--- config.mk ---
export PLATFORM = sky130hd
export DESIGN_NAME = guess_game_ctrl
export DESIGN_NICKNAME = d
export VERILOG_FILES = /design/src/rtl/guess_game_ctrl_pkg.sv /design/src/rtl/guess_game_ctrl_key_debounce.sv /design/src/rtl/guess_game_ctrl.sv
export SDC_FILE = /design/constraint.sdc
export NUM_CORES = 1
export LEC_CHECK = 0
export CAP_MARGIN = 20
export CORE_MARGIN = 2
export CORE_UTILIZATION = 40
export CTS_CLUSTER_DIAMETER = 50
export CTS_CLUSTER_SIZE = 12
export DETAILED_ROUTE_END_ITERATION = 16
export GPL_ROUTABILITY_DRIVEN = 0
export PLACE_DENSITY_LB_ADDON = 0.05
export SLEW_MARGIN = 5
export SYNTH_ARGS = -nofsm -noshare
export SYNTH_HDL_FRONTEND = slang
export SYNTH_HIERARCHICAL = 1
export SYNTH_SLANG_ARGS = --single-unit
--- constraint.sdc ---
create_clock -name CLK -period 2.8 [get_ports CLK]
set_input_delay 0.56 -clock CLK [delete_from_list [all_inputs] [get_ports CLK]]
set_output_delay 0.56 -clock CLK [all_outputs]
set_load 0.1 [all_outputs]
--- src/rtl/guess_game_ctrl_pkg.sv ---
// Shared definitions for the number-guessing game controller: FSM states, hint codes
// and the small arithmetic helpers used by the top level.
package guess_game_ctrl_pkg;

  typedef enum logic [2:0] {
    StIdle  = 3'd0,
    StGuess = 3'd1,
    StCheck = 3'd2,
    StWin   = 3'd3,
    StLose  = 3'd4
  } state_e;

  localparam logic [1:0] HINT_NONE = 2'b00;
  localparam logic [1:0] HINT_LOW  = 2'b01;
  localparam logic [1:0] HINT_HIGH = 2'b10;
  localparam logic [1:0] HINT_OK   = 2'b11;

  // Two-digit BCD increment; 99 saturates.
  function automatic logic [7:0] bcd_inc(input logic [7:0] v);
    logic [3:0] tens;
    logic [3:0] units;
    tens  = v[7:4];
    units = v[3:0];
    if (units != 4'd9) begin
      units = units + 4'd1;
    end else if (tens != 4'd9) begin
      units = 4'd0;
      tens  = tens + 4'd1;
    end
    return {tens, units};
  endfunction

  // Fibonacci form of x^8+x^6+x^5+x^4+1.
  function automatic logic [7:0] lfsr_next(input logic [7:0] v);
    return {v[6:0], v[7] ^ v[5] ^ v[4] ^ v[3]};
  endfunction

  function automatic logic [3:0] secret_digit(input logic [3:0] n);
    return (n >= 4'd10) ? (n - 4'd10) : n;
  endfunction

  function automatic logic [3:0] digit_inc(input logic [3:0] d);
    return (d == 4'd9) ? 4'd0 : (d + 4'd1);
  endfunction

  function automatic logic [3:0] digit_dec(input logic [3:0] d);
    return (d == 4'd0) ? 4'd9 : (d - 4'd1);
  endfunction

endpackage

--- src/rtl/guess_game_ctrl_key_debounce.sv ---
// Push-button conditioner: two-flop synchroniser plus a stability counter. Emits one
// 1-cycle pulse per debounced press (high->low); releases are debounced silently.
module guess_game_ctrl_key_debounce #(
  parameter logic [19:0] DEBOUNCE_CYC = 20'd1_000_000
) (
  input  logic CLK,
  input  logic RSTn,
  input  logic key_n,
  output logic press_pulse
);

  logic [1:0]  sync_q;
  logic        level_q;
  logic [19:0] cnt_q;

  always_ff @(posedge CLK or negedge RSTn) begin
    if (!RSTn) begin
      sync_q      <= 2'b11;
      level_q     <= 1'b1;
      cnt_q       <= '0;
      press_pulse <= 1'b0;
    end else begin
      sync_q      <= {sync_q[0], key_n};
      press_pulse <= 1'b0;
      if (sync_q[1] == level_q) begin
        cnt_q <= '0;
      end else if (cnt_q == DEBOUNCE_CYC - 20'd1) begin
        // New level has held long enough; only the falling edge is a press.
        cnt_q       <= '0;
        level_q     <= sync_q[1];
        press_pulse <= ~sync_q[1];
      end else begin
        cnt_q <= cnt_q + 20'd1;
      end
    end
  end

endmodule

--- src/rtl/guess_game_ctrl.sv ---
// Number-guessing game controller: debounced keys, free-running LFSR secret source,
// game FSM and registered display outputs (guess/secret digit, BCD tries, hint).
module guess_game_ctrl
  import guess_game_ctrl_pkg::*;
#(
  parameter logic [19:0] DEBOUNCE_CYC = 20'd1_000_000,
  parameter logic [7:0]  MAX_TRIES    = 8'h09,
  parameter logic [7:0]  LFSR_SEED    = 8'hA5
) (
  input  logic       CLK,
  input  logic       RSTn,
  input  logic       KEY_Inc,
  input  logic       KEY_Dec,
  input  logic       KEY_Enter,
  output logic [3:0] data,
  output logic [7:0] tries,
  output logic [1:0] hint,
  output logic       game_over
);

  logic inc_p;
  logic dec_p;
  logic enter_p;

  guess_game_ctrl_key_debounce #(.DEBOUNCE_CYC(DEBOUNCE_CYC)) u_db_inc (
    .CLK         (CLK),
    .RSTn        (RSTn),
    .key_n       (KEY_Inc),
    .press_pulse (inc_p)
  );

  guess_game_ctrl_key_debounce #(.DEBOUNCE_CYC(DEBOUNCE_CYC)) u_db_dec (
    .CLK         (CLK),
    .RSTn        (RSTn),
    .key_n       (KEY_Dec),
    .press_pulse (dec_p)
  );

  guess_game_ctrl_key_debounce #(.DEBOUNCE_CYC(DEBOUNCE_CYC)) u_db_enter (
    .CLK         (CLK),
    .RSTn        (RSTn),
    .key_n       (KEY_Enter),
    .press_pulse (enter_p)
  );

  logic [7:0] lfsr_q;

  always_ff @(posedge CLK or negedge RSTn) begin
    if (!RSTn) begin
      lfsr_q <= LFSR_SEED;
    end else begin
      lfsr_q <= lfsr_next(lfsr_q);
    end
  end

  state_e     state_q;
  logic [3:0] guess_q;
  logic [3:0] secret_q;
  logic [7:0] tries_nx;
  logic [1:0] hint_cmp;
  logic [3:0] guess_inc;
  logic [3:0] guess_dec;

  always_comb begin
    tries_nx  = bcd_inc(tries);
    guess_inc = digit_inc(guess_q);
    guess_dec = digit_dec(guess_q);
    hint_cmp  = HINT_OK;
    if (guess_q < secret_q) begin
      hint_cmp = HINT_LOW;
    end else if (guess_q > secret_q) begin
      hint_cmp = HINT_HIGH;
    end
  end

  always_ff @(posedge CLK or negedge RSTn) begin
    if (!RSTn) begin
      state_q   <= StIdle;
      guess_q   <= 4'd0;
      secret_q  <= 4'd0;
      data      <= 4'd0;
      tries     <= 8'h00;
      hint      <= HINT_NONE;
      game_over <= 1'b0;
    end else begin
      unique case (state_q)
        StIdle: begin
          if (enter_p) begin
            secret_q <= secret_digit(lfsr_q[3:0]);
            guess_q  <= 4'd0;
            data     <= 4'd0;
            tries    <= 8'h00;
            hint     <= HINT_NONE;
            state_q  <= StGuess;
          end
        end
        StGuess: begin
          if (enter_p) begin
            state_q <= StCheck;
          end else if (inc_p) begin
            guess_q <= guess_inc;
            data    <= guess_inc;
          end else if (dec_p) begin
            guess_q <= guess_dec;
            data    <= guess_dec;
          end
        end
        StCheck: begin
          tries <= tries_nx;
          hint  <= hint_cmp;
          if (guess_q == secret_q) begin
            state_q   <= StWin;
            data      <= secret_q;
            game_over <= 1'b1;
          end else if (tries_nx == MAX_TRIES) begin
            state_q   <= StLose;
            data      <= secret_q;
            game_over <= 1'b1;
          end else begin
            state_q <= StGuess;
          end
        end
        StWin, StLose: begin
          // Restart clears the scoreboard so IDLE always shows a fresh display.
          if (enter_p) begin
            state_q   <= StIdle;
            guess_q   <= 4'd0;
            data      <= 4'd0;
            tries     <= 8'h00;
            hint      <= HINT_NONE;
            game_over <= 1'b0;
          end
        end
        default: begin
          state_q <= StIdle;
        end
      endcase
    end
  end

endmodule
# Yosys cells after proc, flatten, opt, wreduce, memory -nomap -nowiden
# Cells that the tools add are included.
# totals
register_bits	106
latchBits	0
ramBits	0
rom_bits	0
inputBits	5
out_inout_bits	15
word_cells	122
mem_count	0
# classes
n_addsub	8
n_mul	0
div	0
magnitude_cmp	3
n_eq_ne	22
shifts	0
mux	43
bitwise_logic	9
n_reduce_logical	17
# op_table
cell	count
20-bit two-way mux	6
20-bit by 1-bit adder with 20-bit output, second input constant	3
20-bit equality test, second input constant	3
4-bit two-way mux	13
8-bit case mux with 2 select lines	1
3-bit two-way mux	5
4-bit by 1-bit adder with 4-bit output, second input constant	3
3-bit case mux with 4 select lines	1
4-bit case mux with 3 select lines	1
1-bit two-way mux	10
2-bit AND reduction	5
8-bit by 4-bit equality test with 1-bit output, second input constant	1
8-bit two-way mux	1
2-bit by 1-bit inequality test with 1-bit output, second input constant	4
4-bit inequality test, second input constant	2
4-bit case mux with 2 select lines	1
3-bit by 2-bit equality test with 1-bit output, second input constant	2
1-bit NOT	6
3-bit AND reduction	2
2-bit nonzero test	3
5-bit AND reduction	1
4-bit equality test	1
4-bit equality test, second input constant	1
4-bit greater-or-equal comparator, second input constant	1
other kinds (20)	25

# Logic depth before layout (Yosys ltp)
# depth
word_depth	7
depth_mapped	8
ltp_nobuf	7

# By module
# Netlist, hierarchy kept.
# modules_own_cells
mod	n_inst	cells_per_inst	area_each_um2	seq_area_each_um2
guess_game_ctrl_key_debounce	3	116	1139.8	604.3
guess_game_ctrl	1	217	1990.7	855.8

# Least setup slack after synthesis
# OpenSTA, ideal clock, no wires.
# synth_timing
path_kind	register to register
startpoint	register tries[0]
endpoint	register data[1]
setup_time_ns	0.126
arrival_time_ns	2.675
t_required_ns	2.674
setup_slack_ns	-0.001
path_stages_with_launch	8
n_path_buf	1
period_less_slack_ns	2.801
path_cell_list	dfrtp_1 > ha_1 > and3b_1 > buf_2 > and3_1 > o2111ai_2 > a32oi_4 > mux2_4
# synth_between
elab_chain_len	5
elab_cells_between_ends	8
classes_between	1 x add/sub; 3 x eq/ne; 3 x mux; 1 x reduce/logical
# synth_lines
element	line	source
start: declaration	guess_game_ctrl.sv:16	output logic [7:0] tries,
start signal: assignment	guess_game_ctrl.sv:109	tries <= tries_nx;
4-bit by 1-bit adder with 4-bit output (tied with other cells)	guess_game_ctrl_pkg.sv:25	units = units + 4'd1;
4-bit two-way mux	guess_game_ctrl_pkg.sv:24	if (units != 4'd9) begin
8-bit by 4-bit equality test with 1-bit output (*)	guess_game_ctrl.sv:115	end else if (tries_nx == MAX_TRIES) begin
3-bit inequality test (no source line) (*)	--	
5-bit AND reduction (no source line) (*)	--	
end signal: assignment	guess_game_ctrl.sv:105	data <= guess_dec;
end signal: assignment	guess_game_ctrl.sv:113	data <= secret_q;
end signal: assignment	guess_game_ctrl.sv:117	data <= secret_q;
end: declaration	guess_game_ctrl.sv:15	output logic [3:0] data,
# Every way passes the cells marked *; elsewhere a longest branch is shown, timed or not.
# A chain may end at the register's enable or synchronous reset.

# Worst setup path in the final report
# layout_timing
startpoint	register tries[1]
endpoint	register data[1]
# The elaborated chain is that of the path after synthesis.

==> key figures <==
Global routing
  – Largest net degree at the start of global routing: 52
  – Global route hottest layer: met2
  – Grt ovf: 0
  – Met1 Usage GRT: 21.8%
  – Met2 Usage GRT: 24.6%
  – Met3 Use GR: 4.25%
  – Vias in the first global route: 3826
  – First-pass GRT wire length: 18.5 mm
  – Initial antenna violation count: 0
  – Gr usage total: 15.9%

Floorplan
  – Site Rows: 42
  – Starting Density: 40.9%
  – Core Area: 0.0132 mm^2
  – Die area: 0.0145 mm^2
  – DIE HEIGHT: 120 um
  – Chip width: 120 um
  – Io pins: 20

Synthesis
  – Largest cells by area after synthesis: dfrtp_1 43%, dfstp_2 6.3%, o21ai_0 4.3%, nor2_1 3.7%, xnor2_1 3.4%
  – Post-synthesis sequential area ratio: 49.3%
  – Area share of the largest cell type after synthesis: 43.0%
  – Syn Nets: 582
  – Synth area leader: dfrtp_1
  – Synth Cell Area: 0.00541 mm^2
  – Yosys reg bits: 106
  – Post-synth EDFFs: 0
  – Cells after Synth: 565
  – Yosys warning total: 6
  – Most frequent cell after synthesis: dfrtp_1
  – Synth top cells by count: 93 x dfrtp_1, 54 x nor2_1, 46 x o21ai_0, 39 x nand2_1
  – Ys flop type: dfrtp_1
  – Synth cell types: 58
  – Synthesized area per cell: 9.58 um^2
  – Post-synthesis async set-or-reset flop share: 100%

Clocking
  – Hold Buf Count CTS: 0
  – CTS clk-pin slew, worst paths: 70 ps
  – Clock Tree Root: clkbuf_16
  – Clk_lat worst skew: 350 ps
  – Setup Fix Bufs, Post-CTS: 0
  – CTS tree: done
  – H-tree depth: 3
  – Max Root-Sink Buffers: 2
  – Clock sink count: 106
  – Cts repair resizes: 0
  – Inserted Clock Buffers: 9

Timing
  – Final setup vio count: 0
  – Final WS setup: 472 ps
  – Worst-margin pin slew: 489 ps
  – RSZ-0062 raised after global routing: false
  – Post-route setup TNS: 0 ps
  – Max_slew headroom: 67.0%
  – Hold slack: 134 ps
  – Clock skew: 8.24 ps
  – Final count of hold timing violations: 0
  – Max Slew Vio Count: 0
  – Final Critical Period: 2330 ps
  – Fmax: 429 MHz
  – Fin crit share: 83.2%

Route
  – Post-route ant nets: 0
  – Via density: 5.33
  – DR iter-0 viols: 261
  – Routed wire length: 10.6 mm
  – TritonRoute pass-1 iters: 4
  – Vias: 4042
  – Drt drc: 0
  – Post-DR wirelength/cell: 14.0 um

Finish
  – Share of layout cells above drive strength 1: 15.1%
  – Final Core Density: 45.8%
  – # diodes: 0
  – Final net count: 595
  – Layout fillers: 1294
  – Layout Area Growth over Synthesis: 12.1%

Pwr
  – Power per cell area: 488 mW/mm^2
  – Pleak: 2.44 nW
  – VDD IR-drop max: 334 uV

Placed design
  – DP Wirelength: 7.28 mm
  – Setup WS pre-CTS: 502 ps
  – PortBufs: 19

Worst setup path
  – Worst reg2reg path depth: 7
  – CP arrival: 2560 ps
  – Worst path required time: 3030 ps
  – Crit path max fanout: 9
  – Reg-to-reg slack, setup: 470 ps
  – RR Endpoint: data[1]$_DFFE_PN0P_
  – WS Path Type: register to register
  – Critical R2R Launch: tries[1]$_DFFE_PN0P_
  – Crit. End Element: register
  – Worst setup SP type: register

Outcome
  – Status: completed

Flow run
  – Max-cap violations: 0

Hold path
  – Hold crit path type: input port to async pin
-- registers in the layout (all words and copies together), names as in the netlist, 2 cells and up --
signal             count
u_db_dec/sync_q        2
u_db_enter/sync_q      2
data                   4
tries                  8
state_q                3
u_db_dec/cnt_q        20
u_db_inc/cnt_q        20
hint                   2
guess_q                4
u_db_enter/cnt_q      20
u_db_inc/sync_q        2
lfsr_q                 8
secret_q               4
-- critical path: stages (launching register included) --
cell and delay, ps:
dfrtp_1 440, inv_1 80, ha_1 220, and3b_1 380
and3_1 220, o2111ai_2 180, a32oi_4 380, mux2_4 330
-- metrics by stage --
step	area, um^2	std cells	power, mW
finish	6060	759	2.96
global route	6060	759	3.09
CTS	6060	759	3.02
detailed placement	5750	743	1.67
global placement	5750	743	1.67
floorplan	5410	565	1.62
-- layer usage --
layer | up-vias | wire [um]
met3 | 8 | 379
li1 | 2020 | -
met4 | 0 | 121
met2 | 60 | 4790
met1 | 1954 | 5340
met5 | - | 0
-- kinds of logic after synthesis --
| family | share of synthesized area, % |
|---|---|
| AOI/OAI and AO/OA | 13.6 |
| xor gates and xnor gates | 6.15 |
| adders and majority gates | 2.78 |
| buffers and inverters | 4.14 |
| DFF | 49.3 |
| muxes | 1.85 |
| and+or+nand+nor | 22.2 |
-- worst max-delay path by stage --
| stage | from | to | slack (ps) | cells past startpoint |
|---|---|---|---|---|
| 4_1_cts | tries[1]$_DFFE_PN0P_ | data[1]$_DFFE_PN0P_ | 480 | 7 |
| 3_3_place_gp | tries[1]$_DFFE_PN0P_ | data[1]$_DFFE_PN0P_ | 550 | 7 |
| 3_5_place_dp | tries[1]$_DFFE_PN0P_ | data[1]$_DFFE_PN0P_ | 500 | 7 |
| 2_1_floorplan | tries[1]$_DFFE_PN0P_ | data[1]$_DFFE_PN0P_ | 20 | 8 |
| 5_1_grt | tries[1]$_DFFE_PN0P_ | data[1]$_DFFE_PN0P_ | 320 | 7 |
| 6_report | tries[1]$_DFFE_PN0P_ | data[1]$_DFFE_PN0P_ | 470 | 7 |
-- where the power goes --
part           switching [mW]  total (mW)  leakage, nW  internal [mW]
Sequential             0.0154        1.56         1.43           1.55
Clock                   0.587        1.32        0.154          0.728
Combinational          0.0548      0.0772        0.857         0.0224
Total                   0.657        2.96         2.44           2.30
-- placed cells by master (no fill, tap or decap), types with 4 or more instances in the layout --
cell type | synthesis | layout
xnor2_1 | 21 | 21
nand2_1 | 39 | 39
buf_4 | 0 | 23
o31ai_1 | 11 | 11
mux2i_1 | 4 | 4
or3_1 | 6 | 6
o21ai_0 | 46 | 43
and3_1 | 5 | 5
nor3_1 | 9 | 9
nand3_1 | 29 | 29
or4_1 | 15 | 15
dfrtp_1 | 93 | 92
nor2_1 | 54 | 54
inv_1 | 33 | 33
xor2_1 | 17 | 17
and3_2 | 4 | 4
ha_1 | 12 | 12
nand4_1 | 12 | 12
nor2b_1 | 5 | 5
or3_2 | 9 | 9
nor4_1 | 6 | 6
or2_2 | 6 | 6
mux2_2 | 4 | 4
clkbuf_16 | 0 | 9
a31oi_1 | 4 | 4
a21oi_1 | 33 | 33
dfstp_2 | 13 | 13
-- layout make-up --
cell class              instances  area (um^2)  area share (%)
clock inverters                 6         70.1            1.16
repair buffers                 27          223            3.67
well taps                     176          220            3.63
flip-flops and latches        106         2670            44.0
clock buffers                  10          239            3.94
inverters                      33          124            2.04
multi-input cells             401         2520            41.5
Power figures use the tool's default switching activity.
==> variant 1, RTL diff (config.mk and constraints unchanged) <==
Register the inputs `KEY_Inc`, `KEY_Dec` and `KEY_Enter` before use, without a reset. The logic sees them one clock later.
--- a/src/rtl/guess_game_ctrl.sv
+++ b/src/rtl/guess_game_ctrl.sv
@@ -18,6 +18,16 @@
   output logic       game_over
 );
 
+  logic KEY_Inc_q;
+  logic KEY_Dec_q;
+  logic KEY_Enter_q;
+
+  always_ff @(posedge CLK) begin
+    KEY_Inc_q   <= KEY_Inc;
+    KEY_Dec_q   <= KEY_Dec;
+    KEY_Enter_q <= KEY_Enter;
+  end
+
   logic inc_p;
   logic dec_p;
   logic enter_p;
@@ -25,21 +35,21 @@
   guess_game_ctrl_key_debounce #(.DEBOUNCE_CYC(DEBOUNCE_CYC)) u_db_inc (
     .CLK         (CLK),
     .RSTn        (RSTn),
-    .key_n       (KEY_Inc),
+    .key_n       (KEY_Inc_q),
     .press_pulse (inc_p)
   );
 
   guess_game_ctrl_key_debounce #(.DEBOUNCE_CYC(DEBOUNCE_CYC)) u_db_dec (
     .CLK         (CLK),
     .RSTn        (RSTn),
-    .key_n       (KEY_Dec),
+    .key_n       (KEY_Dec_q),
     .press_pulse (dec_p)
   );
 
   guess_game_ctrl_key_debounce #(.DEBOUNCE_CYC(DEBOUNCE_CYC)) u_db_enter (
     .CLK         (CLK),
     .RSTn        (RSTn),
-    .key_n       (KEY_Enter),
+    .key_n       (KEY_Enter_q),
     .press_pulse (enter_p)
   );
 
Check against the original RTL: same outputs for any inputs over 10 cycles, from zero or initial values and one cycle with RSTn low; that may be too few to reach the edited logic, so the function may still have changed.
==> variant 1 against the unedited design <==
- non-clock buffer count shrank 2
- final area up 0.74%
- clock power shrank 8%
- setup slack improved by 0.096 ns
- die area is 1.5% higher
- power is 2.0% lower
- wire length hardly changed
- area after synthesis rose by 1.6%
- sequential cell count grew 3
- via count down 0.45%
- critical path type unchanged
- critical endpoint is now data[0]$_DFFE_PN0P_
- highest routed layer unchanged
==> variant 1: results (changes against the unedited design) <==
[global_routing]
first_global_vias=3898  ; was 3826
global_route_wire_length_before_repair_um=18600  ; was 18500 um

[finish]
post_route_non_filler_standard_cell_count=755  ; was 759
finalNetCount=591  ; was 595
drive_above_1_share=0.142  ; was 0.151

[place]
numPlacedInstances=739  ; was 743
post_detail_place_hpwl_um=7300  ; was 7280 um
pre_cts_ws_ns=0.582  ; was 0.502 ns
place_area_mm2=0.00583  ; was 0.00575 mm^2

[route]
first_drt_iteration_drcs=255  ; was 261
number_of_vias_after_detailed_routing=4024  ; was 4042

[power_and_ir_drop]
ir_worst_vdd_uv=310  ; was 334 uV

[sta]
fin_skew_ns=0.00556  ; was 0.00824 ns
fin_worst_hold_slack_ns=0.193  ; was 0.134 ns

[worst_setup_path]
critical_path.max_fanout=11  ; was 9
reg2reg_slack_ns=0.57  ; was 0.47 ns
reg2reg_depth=6  ; was 7
startpoint=tries[0]$_DFFE_PN0P_  ; was tries[1]$_DFFE_PN0P_

[outcome]
status=completed  ; unchanged

[yosys]
post_synth_mux_area_share=0.0184  ; was 0.0185
post_synth_main_area_contributors=dfrtp_1 (42%), dfstp_2 (6.2%), nor2_1 (3.7%), a21oi_1 (3.3%), xnor2_1 (3.2%)  ; was dfrtp_1 (43%), dfstp_2 (6.3%), o21ai_0 (4.3%), nor2_1 (3.7%), xnor2_1 (3.4%)
asyncSetResetFlopFracSynth=0.972  ; was 1.00
yosysUniqueCellTypes=65  ; was 58
synth_xor_area_frac=0.0606  ; was 0.0615
synth_compound_gate_area_share=0.135  ; was 0.136

variant 1: layer usage:
layer / wire (um) / vias to the layer above / track usage / share of wire
li1: - / 2026 / - / -
met1: 5320 / 1953 / 0.218 / 0.50
met2: 4860 / 35 / 0.247 / 0.46
met3: 311 / 10 / 0.0367 / 0.029
met4: 142 / 0 / 0.0517 / 0.013
met5: 0 / - / 0 / 0
variant 1: power by group:
| part | switching (mW) | internal [mW] |
|---|---|---|
| Sequential | 0.0155 | 1.59 |
| Combinational | 0.0540 | 0.0225 |
| Clock | 0.598 | 0.614 |
variant 1: layout make-up:
class,count,area [um^2],share of cell area
Clock inverter,6,47.5,0.00778
Timing Repair Buffer,25,208,0.0340
Tap cell,176,220,0.0361
Clock buffer,10,229,0.0375
Inverter,31,116,0.0190
Sequential cell,109,2730,0.447
Multi-Input combinational cell,398,2560,0.419
==> variant 2, RTL diff (same flow settings) <==
Without the edit above. The parameter `MAX_TRIES` goes from 8'h09 to 8'h04.
--- a/src/rtl/guess_game_ctrl.sv
+++ b/src/rtl/guess_game_ctrl.sv
@@ -4,7 +4,7 @@
   import guess_game_ctrl_pkg::*;
 #(
   parameter logic [19:0] DEBOUNCE_CYC = 20'd1_000_000,
-  parameter logic [7:0]  MAX_TRIES    = 8'h09,
+  parameter logic [7:0]  MAX_TRIES    = 8'h04,
   parameter logic [7:0]  LFSR_SEED    = 8'hA5
 ) (
   input  logic       CLK,
Check against the original RTL: no difference found for any inputs over 10 cycles, from zero or initial values and one cycle with RSTn low; that may be too few to reach the edited logic, so the function may still have changed.
==> variant 2 against the unedited design <==
- final cell count is 2.2% lower
- sequential power hardly changed
- first-iteration DRC count is 36% higher
- global-route usage is 0.057 points lower
- sequential cell count stayed put
- setup slack better by 0.18 ns
- wire length is 4.2% lower
- power is 2.7% higher
- area after synthesis is 0.62% lower
- final area is 0.33% lower
- synthesized cell count is 3.5% lower
- clock skew is 0.0013 ns lower
- critical path type unchanged
- highest routed layer unchanged
==> variant 2: results (changes against the unedited design) <==
[outcome]
status=completed  ; unchanged

[power_and_ir_drop]
pwr-share-clk=0.459  ; was 0.445
comb-power_mw=0.0775  ; was 0.0772 mW
leakage_nw=2.44  ; about the same
net-switching-power_mw=0.645  ; was 0.657 mW

[cts]
cts_inserted_buffers=9  ; unchanged

[finish]
drive_above_1_share=0.157  ; was 0.151
finalNetCount=578  ; was 595

[sta]
fin_skew_ns=0.00691  ; was 0.00824 ns
maxSlewHeadroom=0.559  ; was 0.670

[global_routing]
grt_max_degree=47  ; was 52
grt_usage=0.158  ; was 0.159
grt_antenna_before_repair=0  ; unchanged
first_global_vias=3987  ; was 3826

[worst_setup_path]
endpoint=u_db_dec/cnt_q[18]$_DFF_PN0_  ; was data[1]$_DFFE_PN0P_
reg2reg_depth=5  ; was 7
reg2reg_slack_ns=0.66  ; was 0.47 ns
critical_path.max_fanout=8  ; was 9
crit_path_dat_ns=2.42  ; was 2.56 ns
startpoint=u_db_dec/cnt_q[0]$_DFF_PN0_  ; was tries[1]$_DFFE_PN0P_

[yosys]
synth.top_cell.area_share=0.433  ; was 0.430
ys_top_cells_by_count=dfrtp_1 (93), nor2_1 (58), o21ai_0 (43)  ; was dfrtp_1 (93), nor2_1 (54), o21ai_0 (46)
syn_nets=562  ; was 582
yosysUniqueCellTypes=62  ; was 58
post_synth_main_area_contributors=dfrtp_1 (43%), dfstp_2 (6.4%), nor2_1 (4.0%), o21ai_0 (4.0%), xnor2_1 (3.4%)  ; was dfrtp_1 (43%), dfstp_2 (6.3%), o21ai_0 (4.3%), nor2_1 (3.7%), xnor2_1 (3.4%)
seq_area_frac_synth=0.496  ; was 0.493

[place]
place_area_mm2=0.00571  ; was 0.00575 mm^2
post_detail_place_hpwl_um=7240  ; was 7280 um

[route]
drt_pre_antenna_iters=6  ; was 4
number_of_vias_after_detailed_routing=3942  ; was 4042
detail_route.wl_per_cell_um=13.7  ; was 14.0 um
first_drt_iteration_drcs=355  ; was 261

## variant 2: through the flow
| stage | util | std cells | power, mW | worst slack (ns) | hold WS, ns |
|---|---|---|---|---|---|
| final | 0.458 | 742 | 3.04 | 0.655 | 0.198 |
| after global routing | 0.458 | 742 | 3.16 | 0.489 | 0.241 |
| after CTS | 0.458 | 742 | 3.09 | 0.655 | 0.229 |
| after detailed placement | 0.433 | 726 | 1.68 | 0.674 | 0.352 |
| after global placement | 0.433 | 726 | 1.67 | 0.743 | 0.336 |
| after floorplan | - | 545 | 1.62 | 0.410 | 0.264 |
## variant 2: cell type report
type	instances	share of cell area
inverters	30	0.0186
flip-flops and latches	106	0.442
clock buffers	10	0.0395
repair buffers	25	0.0344
well taps	176	0.0364
multi-input cells	389	0.413
clock inverters	6	0.0159
## variant 2: logic make-up after synthesis
logic type | after synthesis | synth area share
xor gates and xnor gates | 38 | 0.0619
adders and majority gates | 12 | 0.0279
and+or+nand+nor | 212 | 0.218
muxes | 9 | 0.0216
DFF | 106 | 0.496
AOI/OAI and AO/OA | 118 | 0.136
buffers and inverters | 50 | 0.0389
## variant 2: critical path: stages (launching register included)
cell and delay (ns):
dfrtp_1 0.40, ha_1 0.25, nand2_1 0.11, or4_1 0.64, or4_1 0.52, a21oi_1 0.15
## variant 2: layer usage
layer | GRT usage | wire, um | vias to the layer above
met1 | 0.219 | 5080 | 1919
met3 | 0.0461 | 316 | 6
met2 | 0.248 | 4710 | 36
met5 | 0 | 0 | -
met4 | 0.0316 | 82 | 0
li1 | - | - | 1981
